File: src/rtl/reg_rename_stage.sv
// ---------------------------------------------------------------------------
// reg_rename_stage
//
// Purpose:
//   Register rename stage. Takes one decoded instruction per cycle and maps its
//   architectural rs1/rs2/rd (x0..x31) to physical register numbers through a
//   speculative map table. It is the sole consumer of the free list pop port
//   and the sole producer of the free list push port. A committed map table
//   follows retirement. When a retiring instruction supersedes a mapping, the
//   old physical register goes back to the free list. On flush, the
//   speculative map is restored from the committed map.
//
// Ports:
//   clock, reset                 clock; synchronous active-high reset
//   in_valid / in_ready          decoded instruction handshake
//   in_rs1, in_rs2, in_rd        architectural register numbers
//   in_rd_write                  instruction writes rd
//   out_valid / out_ready        renamed instruction handshake (registered)
//   out_rs1_phys, out_rs2_phys   physical sources
//   out_rd_phys                  newly allocated destination (0 if none)
//   out_old_rd_phys              previous speculative mapping of rd (0 if none)
//   out_rd_write                 destination allocated
//   take_next_free               free list pop (combinational, same cycle)
//   free_reg_num                 free list head value
//   free_list_empty              free list has no entries
//   reg_freed, freed_reg_num     free list push (registered, 1-cycle pulse)
//   commit_valid, commit_rd,
//   commit_rd_phys               retirement update of the committed map
//   flush                        squash speculative state
// ---------------------------------------------------------------------------
module reg_rename_stage #(
  parameter int REG_FILE_ADDR_WIDTH = 7
) (
  input  logic                           clock,
  input  logic                           reset,
  input  logic                           in_valid,
  output logic                           in_ready,
  input  logic [4:0]                     in_rs1,
  input  logic [4:0]                     in_rs2,
  input  logic [4:0]                     in_rd,
  input  logic                           in_rd_write,
  output logic                           out_valid,
  input  logic                           out_ready,
  output logic [REG_FILE_ADDR_WIDTH-1:0] out_rs1_phys,
  output logic [REG_FILE_ADDR_WIDTH-1:0] out_rs2_phys,
  output logic [REG_FILE_ADDR_WIDTH-1:0] out_rd_phys,
  output logic [REG_FILE_ADDR_WIDTH-1:0] out_old_rd_phys,
  output logic                           out_rd_write,
  output logic                           take_next_free,
  input  logic [REG_FILE_ADDR_WIDTH-1:0] free_reg_num,
  input  logic                           free_list_empty,
  output logic                           reg_freed,
  output logic [REG_FILE_ADDR_WIDTH-1:0] freed_reg_num,
  input  logic                           commit_valid,
  input  logic [4:0]                     commit_rd,
  input  logic [REG_FILE_ADDR_WIDTH-1:0] commit_rd_phys,
  input  logic                           flush
);

  localparam int W = REG_FILE_ADDR_WIDTH;

  // Map tables. Both need a reset value, so they are built from flops.
  logic [W-1:0] spec_map_q   [32];
  logic [W-1:0] spec_map_d   [32];
  logic [W-1:0] commit_map_q [32];
  logic [W-1:0] commit_map_d [32];

  // Output register
  logic         out_valid_q,       out_valid_d;
  logic [W-1:0] out_rs1_phys_q,    out_rs1_phys_d;
  logic [W-1:0] out_rs2_phys_q,    out_rs2_phys_d;
  logic [W-1:0] out_rd_phys_q,     out_rd_phys_d;
  logic [W-1:0] out_old_rd_phys_q, out_old_rd_phys_d;
  logic         out_rd_write_q,    out_rd_write_d;

  // Free list return port
  logic         reg_freed_q,       reg_freed_d;
  logic [W-1:0] freed_reg_num_q,   freed_reg_num_d;

  logic         needs_alloc;
  logic         accept;
  logic         commit_en;
  logic [W-1:0] rs1_lookup;
  logic [W-1:0] rs2_lookup;

  // x0 is never renamed. It must still read phys 0, whatever the map holds.
  assign needs_alloc = in_rd_write && (in_rd != 5'd0);
  assign commit_en   = commit_valid && (commit_rd != 5'd0);
  assign rs1_lookup  = (in_rs1 == 5'd0) ? '0 : spec_map_q[in_rs1];
  assign rs2_lookup  = (in_rs2 == 5'd0) ? '0 : spec_map_q[in_rs2];

  // The output register can take a new instruction when it is empty or is
  // draining this cycle. A destination write also needs a free register.
  assign in_ready       = !flush && (!out_valid_q || out_ready)
                          && (!needs_alloc || !free_list_empty);
  assign accept         = in_valid && in_ready;
  assign take_next_free = accept && needs_alloc;

  always_comb begin
    for (int i = 0; i < 32; i++) begin
      commit_map_d[i] = commit_map_q[i];
    end
    if (commit_en) begin
      commit_map_d[commit_rd] = commit_rd_phys;
    end

    // The flush copy takes this cycle's commit into account, so a commit in
    // the same cycle as a flush is not lost.
    for (int i = 0; i < 32; i++) begin
      spec_map_d[i] = flush ? commit_map_d[i] : spec_map_q[i];
    end
    if (!flush && take_next_free) begin
      spec_map_d[in_rd] = free_reg_num;
    end

    reg_freed_d     = commit_en;
    freed_reg_num_d = commit_en ? commit_map_q[commit_rd] : '0;

    out_valid_d       = out_valid_q;
    out_rs1_phys_d    = out_rs1_phys_q;
    out_rs2_phys_d    = out_rs2_phys_q;
    out_rd_phys_d     = out_rd_phys_q;
    out_old_rd_phys_d = out_old_rd_phys_q;
    out_rd_write_d    = out_rd_write_q;
    if (accept) begin
      // Sources come from the map before this cycle's update, so rs == rd
      // sees the previous producer.
      out_valid_d       = 1'b1;
      out_rs1_phys_d    = rs1_lookup;
      out_rs2_phys_d    = rs2_lookup;
      out_rd_phys_d     = needs_alloc ? free_reg_num : '0;
      out_old_rd_phys_d = needs_alloc ? spec_map_q[in_rd] : '0;
      out_rd_write_d    = needs_alloc;
    end else if (out_ready || flush) begin
      out_valid_d = 1'b0;
    end
  end

  always_ff @(posedge clock) begin
    if (reset) begin
      for (int i = 0; i < 32; i++) begin
        spec_map_q[i]   <= W'(i);
        commit_map_q[i] <= W'(i);
      end
      out_valid_q       <= 1'b0;
      out_rs1_phys_q    <= '0;
      out_rs2_phys_q    <= '0;
      out_rd_phys_q     <= '0;
      out_old_rd_phys_q <= '0;
      out_rd_write_q    <= 1'b0;
      reg_freed_q       <= 1'b0;
      freed_reg_num_q   <= '0;
    end else begin
      for (int i = 0; i < 32; i++) begin
        spec_map_q[i]   <= spec_map_d[i];
        commit_map_q[i] <= commit_map_d[i];
      end
      out_valid_q       <= out_valid_d;
      out_rs1_phys_q    <= out_rs1_phys_d;
      out_rs2_phys_q    <= out_rs2_phys_d;
      out_rd_phys_q     <= out_rd_phys_d;
      out_old_rd_phys_q <= out_old_rd_phys_d;
      out_rd_write_q    <= out_rd_write_d;
      reg_freed_q       <= reg_freed_d;
      freed_reg_num_q   <= freed_reg_num_d;
    end
  end

  assign out_valid       = out_valid_q;
  assign out_rs1_phys    = out_rs1_phys_q;
  assign out_rs2_phys    = out_rs2_phys_q;
  assign out_rd_phys     = out_rd_phys_q;
  assign out_old_rd_phys = out_old_rd_phys_q;
  assign out_rd_write    = out_rd_write_q;
  assign reg_freed       = reg_freed_q;
  assign freed_reg_num   = freed_reg_num_q;

endmodule

File: config.mk
export PLATFORM = sky130hd
export DESIGN_NAME = reg_rename_stage
export DESIGN_NICKNAME = d
export VERILOG_FILES = /design/src/rtl/reg_rename_stage.sv
export SDC_FILE = /design/constraint.sdc
export NUM_CORES = 1
export LEC_CHECK = 0
export CORE_UTILIZATION = 40
export CTS_BUF_LIST = sky130_fd_sc_hd__clkbuf_16
export CTS_CLUSTER_SIZE = 8
export DETAILED_ROUTE_END_ITERATION = 7
export PLACE_DENSITY = 0.68
export SYNTH_ARGS = -nofsm -noshare
export SYNTH_HDL_FRONTEND = slang
export SYNTH_SLANG_ARGS = --single-unit
File: constraint.sdc
create_clock -name clock -period 6 [get_ports clock]
set_input_delay 1.2 -clock clock [delete_from_list [all_inputs] [get_ports clock]]
set_output_delay 1.2 -clock clock [all_outputs]
set_load 0.005 [all_outputs]
==> summary.txt <==
Timing
  • Final hold violations: 0
  • Setup Viol. Count Final: 0
  • Setup_tns: 0 ps
  • RSZ-0062 raised after global routing: no
  • Max-slew violations: 0
  • Slew HR: 0.00181
  • Fin Hold WS: 450 ps
  • Clk_skew: approximately 22 ps
  • Final WS setup: 1180 ps
  • Peak Freq: 0.207 GHz
  • Minimum clock period: 4820 ps
  • Period utilization: 0.804
  • Worst slew pin tran: 1480 ps

Final layout
  • Layout overhead on the synthesized area: 10.9%
  • Final non-filler cell total: 3506
  • Commonest non-fill, non-tap cell in the layout: dfxtp_1
  • Final instance area: 30400 µm²
  • Core Util, Final: 0.450
  • Layout cells sized above 1: 0.188
  • Layout Nets: 2663
  • Commonest non-fill, non-tap cells in the layout: dfxtp_1 (486), nor2_1 (340), mux2i_1 (266)

Clocking
  • Post-CTS setup buffer count: 0
  • TritonCTS clock tree: built
  • Hold-fix buffers, CTS: 0
  • Skew-Pair Late Insertion Delay: about 620 ps
  • Worst-path clk slew: 50 ps
  • PostCTS Resize Cnt: 0
  • Sink Count: a little under 500
  • Number of H-tree levels: 3
  • Clk root buf: clkbuf_16
  • Clock Tree Buf Depth: 3
  • Cts bufs inserted: 71

Critical path
  • R2R Path Start: out_valid
  • Slowest CP cell: clkdlybuf4s50_1
  • CP Data Required Time: 4800 ps
  • CP Launch Point: in_rd[3]
  • Worst-path cell chain: clkdlybuf4s50_1, or3_4, o21ai_1, nor2_1, clkdlybuf4s50_1
  • Crit path largest cell delay: 790 ps
  • Crit-path most repeated cell: clkdlybuf4s50_1
  • Setup crit end kind: primary output
  • Cell family with most CP delay: buffers and inverters
  • Setup crit start kind: input pin
  • Worst Path Max Fanout: 21
  • CP Class: input pin to primary output
  • CP arrival: between 3000 and 4000 ps
  • Worst path buffer plus inverter count: 2

Global route
  • GRT Overall Usage: 0.316
  • Number of global-route vias before repair: 22700
  • Initial antenna violation count: 6
  • Grt ovf: 0
  • First-pass GRT wire length: around 160 mm
  • Largest net degree at the start of global routing: 243

Pwr
  • Max VDD drop: 0.000179 V
  • Power consumption: between 8 and 9 mW
  • Register share of total power: 0.420
  • NetSw: 2.16 mW
  • Clock power frac: 0.457
  • Combinational share of power: 0.124
  • Switching Share: 0.270
  • Power Density: 264 nW/µm²
  • Int Power: approximately 6 mW
  • Static Leakage: 10.9 nW

Yosys
  • Mapped cell area: 27400 µm²
  • Synth Flop Type: dfxtp_1
  • #FFs+latches synth: 486
  • Net Count, Synth: 2721
  • Post-synth top area share: 0.356
  • Ys async rst share: 0
  • Post-Syn Area per Cell: 10.2 µm²
  • Mapped Cells: 2679
  • Synth cell types: 77
  • Synth warnings: 0
  • Area contributors post-synth: dfxtp_1 (36%), mux4_2 (16%), mux2i_1 (9.7%)
  • Cell taking the most area after synthesis: dfxtp_1
  • Seq/Total Area, Yosys: 0.356
  • Post-synth EDFFs: 0

Floorplan
  • Die Height: 264 µm
  • Num rows: 95
  • Initial core utilization: 0.406
  • Die area: 69500 µm²
  • IO Pins: 82
  • Die X: ~260 µm
  • Core area: 67400 µm²

Place
  • IO Port Bufs: 81
  • Routability congestion estimate: approximately 1.1
  • Dpl ws: 1250 ps
  • Placed Area: 28400 µm²
  • Placed insts: 3421
  • Detailed Place HPWL: 77.8 mm

Min path
  • Hold Startpoint: out_rd_phys[5]
  • HP Class: register to register

Detailed routing
  • Routed len/inst: 31.8 µm
  • DRT Pass-1 Iters: 6
  • Via count: around 24000
  • Vias per inst: approximately 6.7
  • WL final: 112 mm
  • 1st-iter DRT viols: 3282
  • Drt drc: 0
  • Post-DRT Antenna Nets: 0

Run status
  • Outcome: finished with violations
  • Violated checks: capacitance limit

Run
  • MaxCap Viol Count: 1
[layout make-up]
class / count / area, µm²
sequential: 486 / 9730
antenna: 3 / 7.51
timing repair buffer: 140 / 1260
fill: 6320 / 37000
clock inverter: 6 / 45.0
inverter: 16 / 62.6
multi-input combinational: 1906 / 16300
tap: 873 / 1090
clock buffer: 76 / 1900
[cell usage after synthesis (5+ instances only)]
cell / n
and2_1: 34
buf_2: 69
o221ai_1: 12
nor2_8: 13
o211ai_1: 15
nor4_4: 12
mux4_2: 189
nor4_1: 7
nand3b_1: 8
buf_1: 27
and3b_1: 7
a21o_1: 6
clkbuf_1: 131
o22ai_1: 41
nor2_4: 9
inv_1: 12
nand3_1: 25
mux2i_1: 266
dfxtp_1: 486
nand4_1: 8
nor3_1: 13
a21oi_1: 126
nand2b_1: 14
nand3_2: 7
o2111ai_1: 5
a211o_1: 178
a311oi_1: 9
a41oi_1: 7
o21ai_0: 16
mux2_2: 75
a211oi_1: 77
nor2_1: 340
nor4_2: 5
a221o_1: 7
nand2_1: 222
o2bb2ai_1: 6
nor2b_1: 19
a22oi_1: 49
buf_6: 14
buf_4: 29
nor3_2: 9
[registers in the layout, summed over array words and instances, names as in the netlist]
name,flops
commit_map_q,224
freed_reg_num,7
out_old_rd_phys,7
out_rd_phys,7
out_rd_write,1
out_rs1_phys,7
out_rs2_phys,7
out_valid,1
reg_freed,1
spec_map_q,224
[kinds of logic (layout without fill, tap and decap cells)]
group                  after synthesis  after routing  share of synthesized area
AOI/OAI and AO/OA                  585            585                      0.157
buffers and inverters              287            238                     0.0509
DFF                                486            486                      0.356
muxes                              530            530                      0.284
other                                0              3                          0
and+or+nand+nor                    791            791                      0.153
[power by group through the flow]
stage               Sequential, mW  Clock [mW]  Combinational [mW]
detailed placement            3.42           0               0.957
finish                        3.36        3.66               0.992
CTS                           3.36        3.69               0.960
floorplan                     3.39           0               0.631
global route                  3.36        3.82                1.02
global placement              3.42           0               0.946
[path summary, 6_finish.rpt]
kind | to | cells after the start | slack, ps
max reg2reg | spec_map_q[18][4] | 5 | 3020
min reg2reg | out_rd_phys[5] | 2 | 450
min | out_rd_phys[5] | 2 | 450
max | take_next_free | 5 | 1180
[worst reg2reg max path: cells and delay by family, from the launching register on]
family | cells | cell delay [ps]
AO/OA/AOI/OAI | 2 | 420
flip-flops | 1 | 320
AND/OR/NAND/NOR | 3 | 2130
[metal layers]
metal | part of all wire | track usage | wire (µm)
met1 | 0.37 | 0.394 | 41500
met2 | 0.45 | 0.498 | 50600
met3 | 0.11 | 0.0774 | 11900
met4 | 0.067 | 0.182 | 7480
met5 | 0.00029 | 0 | 32
No activity file was read; power rests on OpenSTA's default activity.
